[config.mk]
export PLATFORM = sky130hd
export DESIGN_NAME = ahb3lite_master_arbiter
export DESIGN_NICKNAME = d
export VERILOG_FILES = /design/src/rtl/ahb3lite_master_arbiter_pkg.sv /design/src/rtl/ahb3lite_rr_picker.sv /design/src/rtl/ahb3lite_master_arbiter.sv
export SDC_FILE = /design/constraint.sdc
export NUM_CORES = 1
export LEC_CHECK = 0
export ABC_AREA = 0
export BUFFER_PORTS_ARGS = -buffer_cell sky130_fd_sc_hd__buf_2
export CAP_MARGIN = 20
export CORE_AREA = 2 2 150 152
export CTS_BUF_LIST = sky130_fd_sc_hd__clkbuf_4 sky130_fd_sc_hd__clkbuf_8 sky130_fd_sc_hd__clkbuf_16
export DETAILED_ROUTE_END_ITERATION = 10
export DIE_AREA = 0 0 152 154
export PLACE_DENSITY = 0.42
export SYNTH_ARGS = -nofsm -noshare
export SYNTH_HDL_FRONTEND = slang
export SYNTH_HIERARCHICAL = 1
export SYNTH_SLANG_ARGS = --single-unit
[constraint.sdc]
create_clock -name HCLK -period 2.7 [get_ports HCLK]
set_clock_uncertainty 0.1 [all_clocks]
set_input_delay 0.27 -clock HCLK [delete_from_list [all_inputs] [get_ports HCLK]]
set_output_delay 0.27 -clock HCLK [all_outputs]
set_load 0.005 [all_outputs]
[src/rtl/ahb3lite_master_arbiter_pkg.sv]
// Shared AHB3-Lite encodings and arbiter types for the multi-master arbiter slice.
package ahb3lite_master_arbiter_pkg;

   typedef enum logic [1:0] {
      HTRANS_IDLE   = 2'b00,
      HTRANS_BUSY   = 2'b01,
      HTRANS_NONSEQ = 2'b10,
      HTRANS_SEQ    = 2'b11
   } htrans_t;

   localparam logic HRESP_OKAY  = 1'b0;
   localparam logic HRESP_ERROR = 1'b1;

   typedef enum logic [1:0] {
      ARB_PARK,
      ARB_ACTIVE,
      ARB_LOCKED
   } arb_state_t;

   function automatic logic is_xfer(input logic [1:0] i_trans);
      return (i_trans == HTRANS_NONSEQ) || (i_trans == HTRANS_SEQ);
   endfunction

endpackage

[src/rtl/ahb3lite_rr_picker.sv]
// Combinational round-robin picker: first requester strictly after the last winner.
module ahb3lite_rr_picker #(
   parameter int N  = 3,
   parameter int IW = (N > 1) ? $clog2(N) : 1
) (
   input  logic [N-1:0]  i_req,
   input  logic [IW-1:0] i_rr_ptr,
   output logic [N-1:0]  o_winner,
   output logic          o_found
);

   // NOTE: every output gets a default before the search loop so no latch is inferred.
   always_comb begin
      o_winner = '0;
      o_found  = 1'b0;
      for (int k = 1; k <= N; k++) begin
         if (!o_found && i_req[(int'(i_rr_ptr) + k) % N]) begin
            o_winner[(int'(i_rr_ptr) + k) % N] = 1'b1;
            o_found                             = 1'b1;
         end
      end
   end

endmodule

[src/rtl/ahb3lite_master_arbiter.sv]
// Round-robin AHB3-Lite multi-master arbiter with address/data phase owner tracking and lock support.
module ahb3lite_master_arbiter
   import ahb3lite_master_arbiter_pkg::*;
#(
   parameter int NUM_MASTERS = 3,
   parameter int HADDR_SIZE  = 32,
   parameter int HDATA_SIZE  = 32
) (
   input  logic                              HCLK,
   input  logic                              HRESET,
   input  logic [NUM_MASTERS*2-1:0]          m_HTRANS,
   input  logic [NUM_MASTERS*HADDR_SIZE-1:0] m_HADDR,
   input  logic [NUM_MASTERS-1:0]            m_HWRITE,
   input  logic [NUM_MASTERS*3-1:0]          m_HSIZE,
   input  logic [NUM_MASTERS*3-1:0]          m_HBURST,
   input  logic [NUM_MASTERS*4-1:0]          m_HPROT,
   input  logic [NUM_MASTERS-1:0]            m_HMASTLOCK,
   input  logic [NUM_MASTERS*HDATA_SIZE-1:0] m_HWDATA,
   output logic [NUM_MASTERS-1:0]            m_HREADY,
   output logic [NUM_MASTERS-1:0]            m_HRESP,
   output logic [HDATA_SIZE-1:0]             m_HRDATA,
   output logic [NUM_MASTERS-1:0]            m_grant,
   output logic [1:0]                        S_HTRANS,
   output logic [HADDR_SIZE-1:0]             S_HADDR,
   output logic                              S_HWRITE,
   output logic [2:0]                        S_HSIZE,
   output logic [2:0]                        S_HBURST,
   output logic [3:0]                        S_HPROT,
   output logic                              S_HMASTLOCK,
   output logic [HDATA_SIZE-1:0]             S_HWDATA,
   input  logic                              S_HREADY,
   input  logic                              S_HRESP,
   input  logic [HDATA_SIZE-1:0]             S_HRDATA
);

   localparam int IW = $clog2(NUM_MASTERS);

   logic [IW-1:0]          r_owner, r_d_owner, r_rr_ptr, w_win_idx;
   logic                   r_d_valid;
   arb_state_t             r_state, w_next_state;
   logic [NUM_MASTERS-1:0] w_req, w_win_oh;
   logic                   w_found, w_release;

   assign S_HTRANS    = m_HTRANS[int'(r_owner)*2 +: 2];
   assign S_HADDR     = m_HADDR[int'(r_owner)*HADDR_SIZE +: HADDR_SIZE];
   assign S_HWRITE    = m_HWRITE[r_owner];
   assign S_HSIZE     = m_HSIZE[int'(r_owner)*3 +: 3];
   assign S_HBURST    = m_HBURST[int'(r_owner)*3 +: 3];
   assign S_HPROT     = m_HPROT[int'(r_owner)*4 +: 4];
   assign S_HMASTLOCK = m_HMASTLOCK[r_owner];
   assign S_HWDATA    = m_HWDATA[int'(r_d_owner)*HDATA_SIZE +: HDATA_SIZE];
   assign m_HRDATA    = S_HRDATA;

   // Only an idle, unlocked owner on a completed cycle gives the bus up; BUSY/SEQ keep bursts intact.
   assign w_release = S_HREADY && (S_HTRANS == HTRANS_IDLE) && !S_HMASTLOCK;

   always_comb begin
      w_req = '0;
      for (int i = 0; i < NUM_MASTERS; i++)
         w_req[i] = (m_HTRANS[i*2 +: 2] == HTRANS_NONSEQ) && (IW'(i) != r_owner);
   end

   ahb3lite_rr_picker #(.N(NUM_MASTERS), .IW(IW)) u_picker (
      .i_req    (w_req),
      .i_rr_ptr (r_rr_ptr),
      .o_winner (w_win_oh),
      .o_found  (w_found)
   );

   always_comb begin
      w_win_idx = '0;
      for (int i = 0; i < NUM_MASTERS; i++)
         if (w_win_oh[i]) w_win_idx = IW'(i);
   end

   // NOTE: sequential state uses non-blocking assignments so every register samples pre-edge values.
   always_ff @(posedge HCLK or posedge HRESET) begin
      if (HRESET) r_state <= ARB_PARK;
      else        r_state <= w_next_state;
   end

   always_comb begin
      w_next_state = r_state;
      if (S_HREADY) begin
         case (r_state)
            ARB_PARK:   if (S_HTRANS == HTRANS_NONSEQ)
                           w_next_state = S_HMASTLOCK ? ARB_LOCKED : ARB_ACTIVE;
            ARB_ACTIVE: if (S_HMASTLOCK)    w_next_state = ARB_LOCKED;
                        else if (w_release) w_next_state = ARB_PARK;
            ARB_LOCKED: if (!S_HMASTLOCK)
                           w_next_state = (S_HTRANS == HTRANS_IDLE) ? ARB_PARK : ARB_ACTIVE;
            default:    w_next_state = ARB_PARK;
         endcase
      end
   end

   always_comb begin
      m_HREADY = '1;
      m_HRESP  = '0;
      m_grant  = '0;
      for (int i = 0; i < NUM_MASTERS; i++) begin
         if (IW'(i) == r_owner)                     m_HREADY[i] = S_HREADY;
         else if (r_d_valid && IW'(i) == r_d_owner) m_HREADY[i] = S_HREADY;
         else if (is_xfer(m_HTRANS[i*2 +: 2]))      m_HREADY[i] = 1'b0;
         m_HRESP[i] = (IW'(i) == r_owner || IW'(i) == r_d_owner) ? S_HRESP : HRESP_OKAY;
         m_grant[i] = (IW'(i) == r_owner);
      end
   end

   always_ff @(posedge HCLK or posedge HRESET) begin
      if (HRESET) begin
         r_owner   <= '0;
         r_d_owner <= '0;
         r_d_valid <= 1'b0;
         r_rr_ptr  <= IW'(NUM_MASTERS - 1);
      end else if (S_HREADY) begin
         r_d_owner <= r_owner;
         r_d_valid <= is_xfer(S_HTRANS);
         if (w_release && w_found) begin
            r_owner  <= w_win_idx;
            r_rr_ptr <= w_win_idx;
         end
      end
   end

endmodule

==> results.md, run 1 <==
- The number of placed instances, taps included, is 924.
- Dividing the final minimum period by the clock period gives 0.912.
- The type of the setup path with the least slack is reg -> out.
- The worst endpoint data arrival time is 2090 ps.
- Measured against its own limit, the worst slew margin works out to 0.610.
- The worst register-to-register path begins at r_owner[0]$_DFFE_PP0P_.
- The width of the chip is 152 um.
- After clock tree synthesis, the setup repair step added 0 buffers.
- Once placement finished, the instance area stood at 0.00418 mm2.
- The number of failing setup endpoints in the final timing report is 0.
- The most common cell after layout, fill and taps aside is sky130_fd_sc_hd__buf_2.
- The TritonCTS clock tree is done.
- STA classifies the critical path startpoint as a flip-flop.
- The area inside the core boundary is 0.0217 mm2.
- Summing over every cut layer, the via total after detailed routing is 3592.
- The CTS clock-pin slew for the worst setup and hold paths is 40 ps.
- The initial antenna violation count came to 0.
- Along the worst path, the maximum fanout reaches 26.
- In the layout the commonest cells are sky130_fd_sc_hd__buf_2, sky130_fd_sc_hd__nand2_1, sky130_fd_sc_hd__mux2i_1.
- The total power draw is 3.09 mW.
- The total negative slack for setup checks is 0 ps.
- The clock root buffer master is sky130_fd_sc_hd__clkbuf_16.
- The critical path starts at r_owner[0]$_DFFE_PP0P_.
- The half-perimeter wire length after placement is 10700 um.
- The number of max-slew violations in the final report is 0.
- The initial standard-cell utilization of the core is 0.113.
- Leaving out filler cells and counting taps, the final layout contains 929.
- The number of nets with antenna violations after routing is 0.
- The maximum buffer depth of the clock tree is 2.
- At the end of the flow, the number of nets in the layout was 924.
- The synthesized instance count is 368.
- The cell row count is 54.
- In this run, CTS created clock tree buffers numbering 3.
- The count of TritonRoute iterations in the first routing pass is 4.
- Data on the critical path is required at its endpoint by 2330 ps.
- Of the cells placed in the final design, the portion with a size suffix greater than 1 is 0.550.
- The final critical delay including setup and external delays is 2460 ps.
- The overall routed net length is 12600 um.
- The number of filler instances in the final layout is 2515.
- The largest net degree at the start of global routing is 50.
- The flow ran to the end, and the final reports show no timing, DRC or antenna violations.
- Pin placement for this block handled 389 I/O pins.
- The register-to-register path setup slack is 290 ps.
- The count of port buffers added during placement is 324.
- CTS built an H-tree with a depth of 1.
- The via count of the first global-routing pass is 3600.
- The synthesis-to-layout area growth is 73.8%.
- 0 antenna diodes ended up in the layout.
- The final cell area excluding filler cells is 0.00427 mm2.
- Across every metal layer, demand over resource in global routing totals 0.0987.
- The vias per cell is 3.87.
- Setup repair after global routing left no endpoint under its margin.
- The chip height is 154 um.
- The fraction of the core area covered by cells at the end of the flow is 0.197.
- The endpoint identified for the worst register-to-register timing path is r_owner[0]$_DFFE_PP0P_.
- For this run, the top clock speed supported by timing is 406 MHz.
- The power density over the cells is 723 mW/mm2.
- The critical path capture point is S_HADDR[20].
- The die covers 0.0234 mm2.
- The path class of the tightest hold or removal check is in -> reg.
- Counting cells, the worst reg-to-reg path comes to 10.
- The total of warnings raised by yosys is 6.
- The total number of clock tree sinks is 6.
- The later pin in the worst-skew pair is clocked with a latency of 220 ps.
- The average cell area after synthesis is 6.68 um2.
- The residual DRC count is 0.
- The post-synth design cell area is 0.00246 mm2.
- The hold violation total from the final report is 0.
- The leakage power of the design is 2.02 nW.
- The first global-routing pass estimated 19000 um of wire.
- Global routing finished with a remaining overflow of 0.
- The worst ir drop on vdd is 329 uV.
- Routability-driven placement finished with a final weighted congestion of 0.752.
- The average wire per standard cell is 13.6 um.
- The max-cap check violation count is 0.
- The detailed router finished its first iteration with 198 violations.
- The post-synth net total is 642.
- STA classifies the critical path endpoint as a primary output.
- At the pin with the least slew margin, the transition time is 584 ps.
==> sequential cells by signal (all words and copies together), names as in the netlist <==
signal     count
r_d_owner      2
r_owner        2
r_d_valid      1
r_rr_ptr       1
==> layout make-up <==
type / instances / area [um2] / share of cell area
timing repair buffer: 340 / 1760 / 0.411
sequential: 6 / 158 / 0.0369
clock buffer: 4 / 82.6 / 0.0193
inverter: 9 / 33.8 / 0.00791
multi-input combinational: 290 / 1890 / 0.442
tap: 280 / 350 / 0.0820
==> what timing repair did <==
item	in CTS	in global routing
hold endpoints to repair	5	0
resized for setup	0	0
hold buffers	1	0
==> routing by layer <==
layer | vias up | track usage | wire length (um)
met3 | 20 | 0.0228 | 1050
met2 | 181 | 0.185 | 6410
met1 | 1584 | 0.113 | 4860
met5 | - | 0 | 0
met4 | 0 | 0.0231 | 294
li1 | 1807 | - | -
==> through the flow <==
stage	worst slack [ps]	hold slack [ps]
after floorplan	139	-39.8
after global placement	270	102
after detailed placement	290	101
after CTS	214	295
after global routing	47.3	343
final	237	287
==> worst max-delay path, cell delays in order, from the launching register on <==
cell and delay (ps):
sky130_fd_sc_hd__dfrtp_4 450, sky130_fd_sc_hd__buf_4 340, sky130_fd_sc_hd__buf_4 470, sky130_fd_sc_hd__mux2i_1 320, sky130_fd_sc_hd__o21ai_0 110, sky130_fd_sc_hd__buf_2 140
==> worst min-delay path by stage <==
stage                     slack, ps                       end     start  depth (start not counted)
after floorplan                 -40  r_d_owner[0]$_DFFE_PP0P_    HRESET                          1
after global placement          100  r_d_owner[1]$_DFFE_PP0P_    HRESET                          2
after detailed placement        100  r_d_owner[1]$_DFFE_PP0P_    HRESET                          2
after CTS                       300  r_d_owner[0]$_DFFE_PP0P_  S_HREADY                          2
after global routing            340  r_d_owner[1]$_DFFE_PP0P_  S_HREADY                          2
final                           290  r_d_owner[0]$_DFFE_PP0P_  S_HREADY                          2
==> power by group <==
part           switching, mW  internal [mW]
logic                   1.45           1.20
registers             0.0472          0.139
clock network         0.0506          0.206
total                   1.54           1.54
Note: power is estimated with default switching activity, not from simulation.
==> inputs of run 2 (changes only) <==
--- a/config.mk
+++ b/config.mk
@@ -13,6 +13,7 @@
 export DETAILED_ROUTE_END_ITERATION = 10
 export DIE_AREA = 0 0 152 154
 export PLACE_DENSITY = 0.42
+export SETUP_SLACK_MARGIN = 0.4
 export SYNTH_ARGS = -nofsm -noshare
 export SYNTH_HDL_FRONTEND = slang
 export SYNTH_HIERARCHICAL = 1
==> results.md, run 2 (synthesis results as in run 1) <==
- The flow ran to the end, and the final reports show no timing, DRC or antenna violations.
- The worst path needs 2290 ps of the cycle, external delays included.
- The worst-path maximum fanout is 7.
- The worst setup path is launched from a flip-flop.
- The detailed router's first-iteration violation count is 167.
- The fraction of the core area covered by cells at the end of the flow is 0.203.
- The worst endpoint data arrival time is 2290 ps.
- The congestion estimate from routability-driven global placement came to 0.759.
- The worst hold-check path type is in -> reg.
- The critical path goes through buf_4 -> inv_1 -> ha_2 -> nand2_1 -> a22oi_2 -> and3_1 -> o21bai_1 -> nand2_1 -> nor4_4 -> buf_4 -> mux2_4.
- The number of placed instances with taps included is 919.
- CTS placed an instance of sky130_fd_sc_hd__clkbuf_16 at the clock tree root.
- The total number of clock tree sinks is 6.
- The total negative slack for setup checks is 0 ps.
- TritonCTS built the clock tree.
- The required time of the worst setup path is 2700 ps.
- The slowest stage of the critical path belongs to the cell sky130_fd_sc_hd__dfrtp_2.
- Setup repair after global routing could not meet its margin everywhere.
- The half-perimeter wire length after placement is 10700 um.
- For this design the ratio of total power to cell area is 727 mW/mm2.
- The vias per cell is 3.92.
- Global routing finished with a remaining overflow of 0.
- The sum of buffers and inverters on the critical path is 3.
- The maximum buffer depth of the clock tree is 2.
- The CTS clock-pin slew for the worst setup and hold paths is 40 ps.
- The number of failing setup endpoints in the final timing report is 0.
- Across the VDD grid, the largest voltage drop is 374 uV.
- The area inside the core boundary is 0.0217 mm2.
- The total power draw is 3.21 mW.
- The hold violation total from the final report was 0.
- The type of the setup path with the least slack is reg -> reg.
- The gate family responsible for the most delay along the worst path is buffers and inverters.
- The width of the chip is 152 um.
- Across all layers, the routed design uses 3670 vias.
- Leaving out fill and tap cells, the most frequent cell in the layout is sky130_fd_sc_hd__buf_2.
- The number of antenna diodes in the final layout is 0.
- The initial antenna violation count came to 0.
- The minimum hold slack is 303 ps.
- In the routed design, unresolved DRC markers number 0.
- The delay of the slowest cell on the worst path is 430 ps.
- At the pin with the least slew margin, the transition time is 406 ps.
- The CTS buffer count is 3.
- The net count of the finished layout is 932.
- The setup slack of the critical path after layout is 410 ps.
- The post-route fraction of the period consumed by the critical path is 0.848.
- The max-cap check violation count is 0.
- After detailed placement, the total cell area comes to 0.00417 mm2.
- The endpoint kind of the worst setup timing path is a flip-flop.
- The cell row count is 54.
- At the later pin of the worst-skew pair, clock insertion delay measures 220 ps.
- 389 I/O pins were placed.
- The area growth from synthesis to layout is 79.6%.
- The first global-routing pass estimated 18500 um of wire.
- The number of filler instances in the final layout is 2502.
- Timing would allow up to 437 MHz.
- The analysis attributes to cell leakage a power of 2.08 nW.
- The worst pin sits at a relative slew slack of 0.729.
- In this run the vertical extent of the chip is 154 um.
- The die covers 0.0234 mm2.
- The final cell area excluding filler cells is 0.00441 mm2.
- The initial standard-cell utilization of the core is 0.113.
- The final cell count without fillers is 937.
- In this run the tool buffered the top-level ports with 324 buffer cells.
- The top cell types in the final layout, fill and taps aside, are sky130_fd_sc_hd__buf_2, sky130_fd_sc_hd__nand2_1, sky130_fd_sc_hd__mux2i_1.
- The number of H-tree levels is 1.
- The number of max-slew violations in the final report is 0.
- The count of TritonRoute iterations in the first routing pass is 4.
- The largest registers in the layout are r_d_owner x2, r_owner x2.
- Of the cells placed in the final design, the portion with a size suffix greater than 1 is 0.568.
- The number of nets with antenna violations after routing is 0.
- Across every metal layer, demand over resource in global routing totals 0.0957.
- Before CTS, the worst setup slack after placement is 305 ps.
- The overall routed net length is 12800 um.
- The via count of the first global-routing pass is 3408.
- The average wire per standard cell is 13.6 um.
- The largest net degree at the start of global routing is 44.
## run 2: repair_timing
action                                  4_1_cts  5_1_grt
endpoints found under the setup margin       29        7
setup buffers                                 4        9
hold endpoints to repair                      5        0
resized for setup                             3       10
pin swaps                                     0        1
hold buffers                                  1        0
## run 2: final timing paths
| path | start | end | slack, ps | cells past startpoint |
|---|---|---|---|---|
| hold / removal | S_HREADY | r_d_owner[1]$_DFFE_PP0P_ | 300 | 2 |
| max in group asynchronous | HRESET | r_rr_ptr[1]$_DFFE_PP1P_ | 1820 | 3 |
| setup / recovery | r_owner[0]$_DFFE_PP0P_ | r_owner[0]$_DFFE_PP0P_ | 410 | 11 |
| setup reg to reg | r_owner[0]$_DFFE_PP0P_ | r_owner[0]$_DFFE_PP0P_ | 410 | 11 |
| min in group asynchronous | HRESET | r_d_owner[1]$_DFFE_PP0P_ | 400 | 3 |
| hold reg to reg | r_d_valid$_DFFE_PP0P_ | r_d_valid$_DFFE_PP0P_ | 460 | 1 |
## run 2: layout make-up
| class | instances | area, um2 | area share |
|---|---|---|---|
| Multi-Input combinational cell | 290 | 1950 | 0.442 |
| Timing Repair Buffer | 348 | 1840 | 0.417 |
| Tap cell | 280 | 350 | 0.0794 |
| Sequential cell | 6 | 155 | 0.0352 |
| Clock buffer | 4 | 82.6 | 0.0187 |
| Inverter | 9 | 33.8 | 0.00766 |
## run 2: metal layers
metal / global-route usage / routed length [um] / share of wire
met5: 0 / 0 / 0
met4: 0.00312 / 35 / 0.0027
met3: 0.0352 / 1270 / 0.10
met2: 0.182 / 6570 / 0.51
met1: 0.107 / 4890 / 0.38
## run 2: worst reg2reg max path: stages, from the launching register on
cell	delay, ps
sky130_fd_sc_hd__dfrtp_2	430
sky130_fd_sc_hd__buf_4	150
sky130_fd_sc_hd__inv_1	120
sky130_fd_sc_hd__ha_2	270
sky130_fd_sc_hd__nand2_1	80
sky130_fd_sc_hd__a22oi_2	180
sky130_fd_sc_hd__and3_1	180
sky130_fd_sc_hd__o21bai_1	70
sky130_fd_sc_hd__nand2_1	110
sky130_fd_sc_hd__nor4_4	50
sky130_fd_sc_hd__buf_4	160
sky130_fd_sc_hd__mux2_4	290
## run 2: report_power, final
group / internal, mW / total, mW / leakage [nW] / switching (mW)
combinational: 1.32 / 2.78 / 1.97 / 1.45
clock: 0.206 / 0.255 / 0.0416 / 0.0487
sequential: 0.136 / 0.179 / 0.0716 / 0.0422
total: 1.66 / 3.21 / 2.08 / 1.55
